[src/rtl/logic_unit_pipe.sv]
// rtl/logic_unit_pipe.sv - two-stage AND/OR/XOR/NOT/TEST unit with x86 logic flags and a retired-flags register
module logic_unit_pipe #(
  parameter int W    = 32,
  parameter int TAGW = 4
) (
  input  logic            clk,
  input  logic            rst_n,
  input  logic            flush,
  input  logic            in_valid,
  output logic            in_ready,
  input  logic [2:0]      in_op,
  input  logic [1:0]      in_size,
  input  logic [W-1:0]    in_a,
  input  logic [W-1:0]    in_b,
  input  logic [TAGW-1:0] in_tag,
  output logic            out_valid,
  input  logic            out_ready,
  output logic [W-1:0]    out_result,
  output logic [5:0]      out_flags,
  output logic            out_res_wr,
  output logic            out_flag_wr,
  output logic [TAGW-1:0] out_tag,
  output logic [5:0]      flags_q
);

  localparam logic [2:0] OP_AND  = 3'b000;
  localparam logic [2:0] OP_OR   = 3'b001;
  localparam logic [2:0] OP_XOR  = 3'b010;
  localparam logic [2:0] OP_NOT  = 3'b011;
  localparam logic [2:0] OP_TEST = 3'b100;

  logic            s1_valid;
  logic [2:0]      s1_op;
  logic [1:0]      s1_size;
  logic [TAGW-1:0] s1_tag;
  logic [W-1:0]    s1_res;

  logic            s2_valid;
  logic [W-1:0]    s2_result;
  logic [5:0]      s2_flags;
  logic            s2_res_wr;
  logic            s2_flag_wr;
  logic [TAGW-1:0] s2_tag;

  logic            s2_adv;
  logic            s1_adv;
  logic [W-1:0]    raw;
  logic [W-1:0]    mask;
  logic            sf;
  logic            zf;
  logic            pf;
  logic            res_wr;
  logic            flag_wr;

  assign s2_adv   = !s2_valid || out_ready;
  assign s1_adv   = !s1_valid || s2_adv;
  assign in_ready = s1_adv;

  always_comb begin
    raw = '0;
    case (in_op)
      OP_AND, OP_TEST: raw = in_a & in_b;
      OP_OR:           raw = in_a | in_b;
      OP_XOR:          raw = in_a ^ in_b;
      OP_NOT:          raw = ~in_a;
      default:         raw = '0;
    endcase
  end

  always_comb begin
    mask = '0;
    case (in_size)
      2'b00:   mask[7:0]  = '1;
      2'b01:   mask[15:0] = '1;
      2'b10:   mask[31:0] = '1;
      default: mask       = '1;
    endcase
  end

  // Flags are derived from the already-masked S1 result so S2 only registers them.
  always_comb begin
    sf = 1'b0;
    case (s1_size)
      2'b00:   sf = s1_res[7];
      2'b01:   sf = s1_res[15];
      2'b10:   sf = s1_res[31];
      default: sf = s1_res[W-1];
    endcase
    zf = (s1_res == '0);
    pf = ~^s1_res[7:0];
  end

  always_comb begin
    res_wr  = 1'b0;
    flag_wr = 1'b0;
    case (s1_op)
      OP_AND, OP_OR, OP_XOR: begin
        res_wr  = 1'b1;
        flag_wr = 1'b1;
      end
      OP_TEST: flag_wr = 1'b1;
      OP_NOT:  res_wr  = 1'b1;
      default: ;
    endcase
  end

  always_ff @(posedge clk or negedge rst_n) begin
    if (!rst_n) begin
      s1_valid <= 1'b0;
      s1_op    <= '0;
      s1_size  <= '0;
      s1_tag   <= '0;
      s1_res   <= '0;
    end else if (flush) begin
      s1_valid <= 1'b0;
    end else if (s1_adv) begin
      s1_valid <= in_valid;
      if (in_valid) begin
        s1_op   <= in_op;
        s1_size <= in_size;
        s1_tag  <= in_tag;
        s1_res  <= raw & mask;
      end
    end
  end

  always_ff @(posedge clk or negedge rst_n) begin
    if (!rst_n) begin
      s2_valid   <= 1'b0;
      s2_result  <= '0;
      s2_flags   <= '0;
      s2_res_wr  <= 1'b0;
      s2_flag_wr <= 1'b0;
      s2_tag     <= '0;
    end else if (flush) begin
      s2_valid <= 1'b0;
    end else if (s2_adv) begin
      s2_valid <= s1_valid;
      if (s1_valid) begin
        s2_result  <= s1_res;
        s2_flags   <= {1'b0, sf, zf, 1'b0, pf, 1'b0};
        s2_res_wr  <= res_wr;
        s2_flag_wr <= flag_wr;
        s2_tag     <= s1_tag;
      end
    end
  end

  // A retiring op commits even when flush is raised in the same cycle.
  always_ff @(posedge clk or negedge rst_n) begin
    if (!rst_n) begin
      flags_q <= '0;
    end else if (s2_valid && out_ready && s2_flag_wr) begin
      flags_q <= s2_flags;
    end
  end

  assign out_valid   = s2_valid;
  assign out_result  = s2_result;
  assign out_flags   = s2_flags;
  assign out_res_wr  = s2_res_wr;
  assign out_flag_wr = s2_flag_wr;
  assign out_tag     = s2_tag;

endmodule
[config.mk]
export PLATFORM = sky130hd
export DESIGN_NAME = logic_unit_pipe
export DESIGN_NICKNAME = d
export VERILOG_FILES = /design/src/rtl/logic_unit_pipe.sv
export SDC_FILE = /design/constraint.sdc
export NUM_CORES = 1
export LEC_CHECK = 0
export CELL_PAD_IN_SITES_DETAIL_PLACEMENT = 2
export CELL_PAD_IN_SITES_GLOBAL_PLACEMENT = 2
export CORE_ASPECT_RATIO = 0.7
export CORE_MARGIN = 2
export CORE_UTILIZATION = 29
export CTS_BUF_LIST = sky130_fd_sc_hd__clkbuf_8
export DETAILED_ROUTE_END_ITERATION = 7
export PLACE_DENSITY = 0.76
export SETUP_SLACK_MARGIN = 0.3
export SLEW_MARGIN = 20
export SYNTH_ARGS = -nofsm -noshare
export SYNTH_HDL_FRONTEND = slang
export SYNTH_SLANG_ARGS = --single-unit
[constraint.sdc]
create_clock -name clk -period 1.7 [get_ports clk]
set_clock_uncertainty 0.15 [all_clocks]
set_input_delay 0.34 -clock clk [delete_from_list [all_inputs] [get_ports clk]]
set_output_delay 0.34 -clock clk [all_outputs]
set_load 0.01 [all_outputs]
==> impl_metrics.json <==
{
  "netlist.area_leader.share_pct": 40.7,
  "rsz0062_at_grt": "true",
  "synthAdderAreaFrac_pct": 16.1,
  "min_path_type": "in -> async",
  "fmax_ghz": 0.517,
  "routed_wl_mm": 22.9,
  "p_leak_nw": 4.44,
  "top_layer_used": "met5",
  "start_util_pct": 29.6,
  "grt-ovfl-total": 0,
  "required_ns": 1.85,
  "swShare_pct": 32.5,
  "detail-route-antenna-nets": 0,
  "yosysSeqAreaShare_pct": 40.7,
  "num_rows": 41,
  "timing.rr.start": "out_valid",
  "ff2ff_path_depth": 8,
  "power_density_nw_per_um2": 792,
  "drc": 0,
  "place_area_um2": 7330,
  "tritoncts": "yes",
  "async_flop_share_pct": 100,
  "firstDrtPassIters": 5,
  "cts_root_buffer": "clkbuf_8",
  "peakVddDrop_v": 0.000393,
  "portBuffers": 123,
  "ys_types": 36,
  "period_share_pct": 114,
  "comb_power_share_pct": 34.9,
  "diodes": 0,
  "drt_iter0_markers": 227,
  "finalHoldViolCount": 0,
  "fin_ws_ns": -0.235,
  "grt_pass1_wl_mm": 31.8,
  "synth_area_leaders": "dfrtp_1 (41%), ha_1 (16%), mux2_4 (6.7%), inv_1 (5.1%), o21ai_0 (4.1%)",
  "finalSetupViolations": 82,
  "drive_above_1_share_pct": 43.1,
  "p_total_mw": 6.86,
  "netlist_area_um2": 5350,
  "netlist_top_cells_count": "dfrtp_1 (87), inv_1 (73), ha_1 (68), nand2_1 (46), o21ai_0 (44)",
  "ios": 130,
  "grt_use_total_pct": 20.9,
  "route.met3.wl_um": 791,
  "crit_fanout": 9,
  "wl_met1_mm": 10.1,
  "rrSetupSlack_ns": -0.20,
  "cts_buffer_depth": 2,
  "p_switching_mw": 2.23,
  "cts_buffers": 9,
  "dr_wl_met2_mm": 11.8,
  "period_needed_ns": 1.94,
  "avgSynthCellArea_um2": 10.6,
  "synth_seq_cells": 87,
  "grt_pass1_vias": 5510,
  "r2r-end": "s1_res[18]",
  "intPower_mw": 4.63,
  "tightest_slew_ns": 0.600,
  "utilization_pct": 48.0,
  "synth_compound_area_share_pct": 12.4,
  "synth_top_area_cell": "dfrtp_1",
  "status": "complete, but fails checks",
  "worstSetupEndpoint": "s1_res[18]",
  "violations": "setup timing",
  "synth_xor_area_share_pct": 0.491,
  "clkPwrFrac_pct": 27.1,
  "start_kind": "input port",
  "maxCapViolations": 0,
  "dieArea_um2": 19600,
  "die_h_um": 118,
  "core_um2": 18100,
  "routedWlPerCell_um": 23.2,
  "dr_total_vias": 4860,
  "slew_violations": 0,
  "grt_antenna_before_repair": 1,
  "viasPerCell": 4.93,
  "path_clk_slew_ns": 0.11,
  "startpoint": "flush",
  "grt_max_degree": 39,
  "area_growth_syn_to_layout_pct": 61.8,
  "die_w_um": 166,
  "power_frac_seq_pct": 38.0,
  "synth_mux_area_share_pct": 13.5,
  "yosysWarningCount": 0,
  "cts_max_level": 3,
  "cts.sinks": 87,
  "synthCells": 505,
  "synth-edff-count": 0,
  "synth_top_family_by_area": "adder cells",
  "nets": 891,
  "synth_ff_type": "dfrtp_1",
  "fin_area_um2": 8660,
  "relSlewSlack_pct": 60.0,
  "yosys.area_share.simple_pct": 7.95,
  "dp_hpwl_mm": 14.2,
  "synthMostInstantiatedCell": "dfrtp_1",
  "worst_setup_path_end_kind": "flip-flop",
  "worstSetupPathType": "in -> reg",
  "arrival_ns": 2.08,
  "clk_latency_ns": 0.38,
  "place.gp.congestion": 0.738
}
critical path: stages:
cell	delay, ns
clkdlybuf4s50_1	0.46
buf_4	0.18
nor2b_2	0.26
buf_4	0.20
nand4_1	0.24
buf_6	0.25
o21ai_1	0.16
cells in the final DEF, fill, tap and decap left out, drive strengths merged, types with 2 or more instances in the layout:
cell type      count
a211oi            15
a21oi              2
a221oi            16
a222oi            16
buf              177
bufinv             2
clkbuf            16
clkdlybuf4s50     72
conb               6
dfrtp             87
dlygate4sd2        3
ha                68
inv               74
mux2              41
mux2i             17
nand2             46
nand3              3
nand4              2
nor2               4
nor2b             20
nor4               5
o21ai             45
xnor2              2
state kept, by name (all words and copies together) (netlist names):
| name | cells |
|---|---|
| flags_q | 3 |
| out_flag_wr | 1 |
| out_flags | 3 |
| out_res_wr | 1 |
| out_result | 32 |
| out_tag | 4 |
| out_valid | 1 |
| s1_op | 3 |
| s1_res | 32 |
| s1_size | 2 |
| s1_tag | 4 |
| s1_valid | 1 |
worst min-delay path by stage:
stage / start / endpoint / slack, ns / cells after the start
2_1_floorplan: rst_n / flags_q[1] / -0.11 / 0
3_3_place_gp: rst_n / s1_res[25] / 0.14 / 1
3_5_place_dp: rst_n / out_result[26] / 0.14 / 1
4_1_cts: rst_n / s1_res[26] / 0.30 / 2
5_1_grt: rst_n / s1_tag[3] / 0.32 / 2
6_report: rst_n / s1_res[26] / 0.29 / 2
cells by family after synthesis:
kind of cell / count (synthesis)
buffers and inverters: 105
AOI/OAI and AO/OA: 96
and+or+nand+nor: 86
other: 1
adders and majority gates: 69
xor gates and xnor gates: 3
muxes: 58
DFF: 87
routing by layer:
metal  global-route usage [%]  vias up
li1                         -     2222
met3                     4.74       14
met4                     5.01        2
met5                        0        -
met2                     36.8      126
met1                     26.1     2496
area by class of cell:
| cell class | instances | area (µm²) |
|---|---|---|
| Inverter | 73 | 277 |
| Clock inverter | 3 | 63.8 |
| Sequential cell | 87 | 2180 |
| Tap cell | 236 | 295 |
| Clock buffer | 13 | 179 |
| Fill cell | 1829 | 9400 |
| Timing Repair Buffer | 256 | 2440 |
| Multi-Input combinational cell | 318 | 3230 |
metrics by stage:
step                      setup slack (ns)  TNS (ns)  cells  hold WS [ns]
after CTS                           -0.120     -4.71    961         0.302
after detailed placement            -0.640    -41.14    902         0.145
final                               -0.235    -10.57    986         0.293
after global placement              -0.562    -36.20    902         0.136
after floorplan                    -0.0564     -1.30    510        -0.106
after global routing                -0.280    -14.52    986         0.317
what timing repair did:
item                                   in CTS  in global routing
endpoints found under the hold margin      27                  0
cloned                                      7                  3
buffers inserted                           35                 22
pin swaps                                  17                 11
setup endpoints to repair                 128                131
hold buffers                                1                  0
resized for setup                         285                 77
power by group through the flow:
stage | registers, mW | clock network [mW] | logic (mW)
after floorplan | 2.61 | 0 | 0.721
after CTS | 2.56 | 1.77 | 1.98
after global routing | 2.64 | 1.95 | 2.56
after detailed placement | 2.61 | 0 | 1.79
after global placement | 2.59 | 0 | 1.69
final | 2.61 | 1.86 | 2.39
Note: power is estimated with default switching activity, not from simulation.
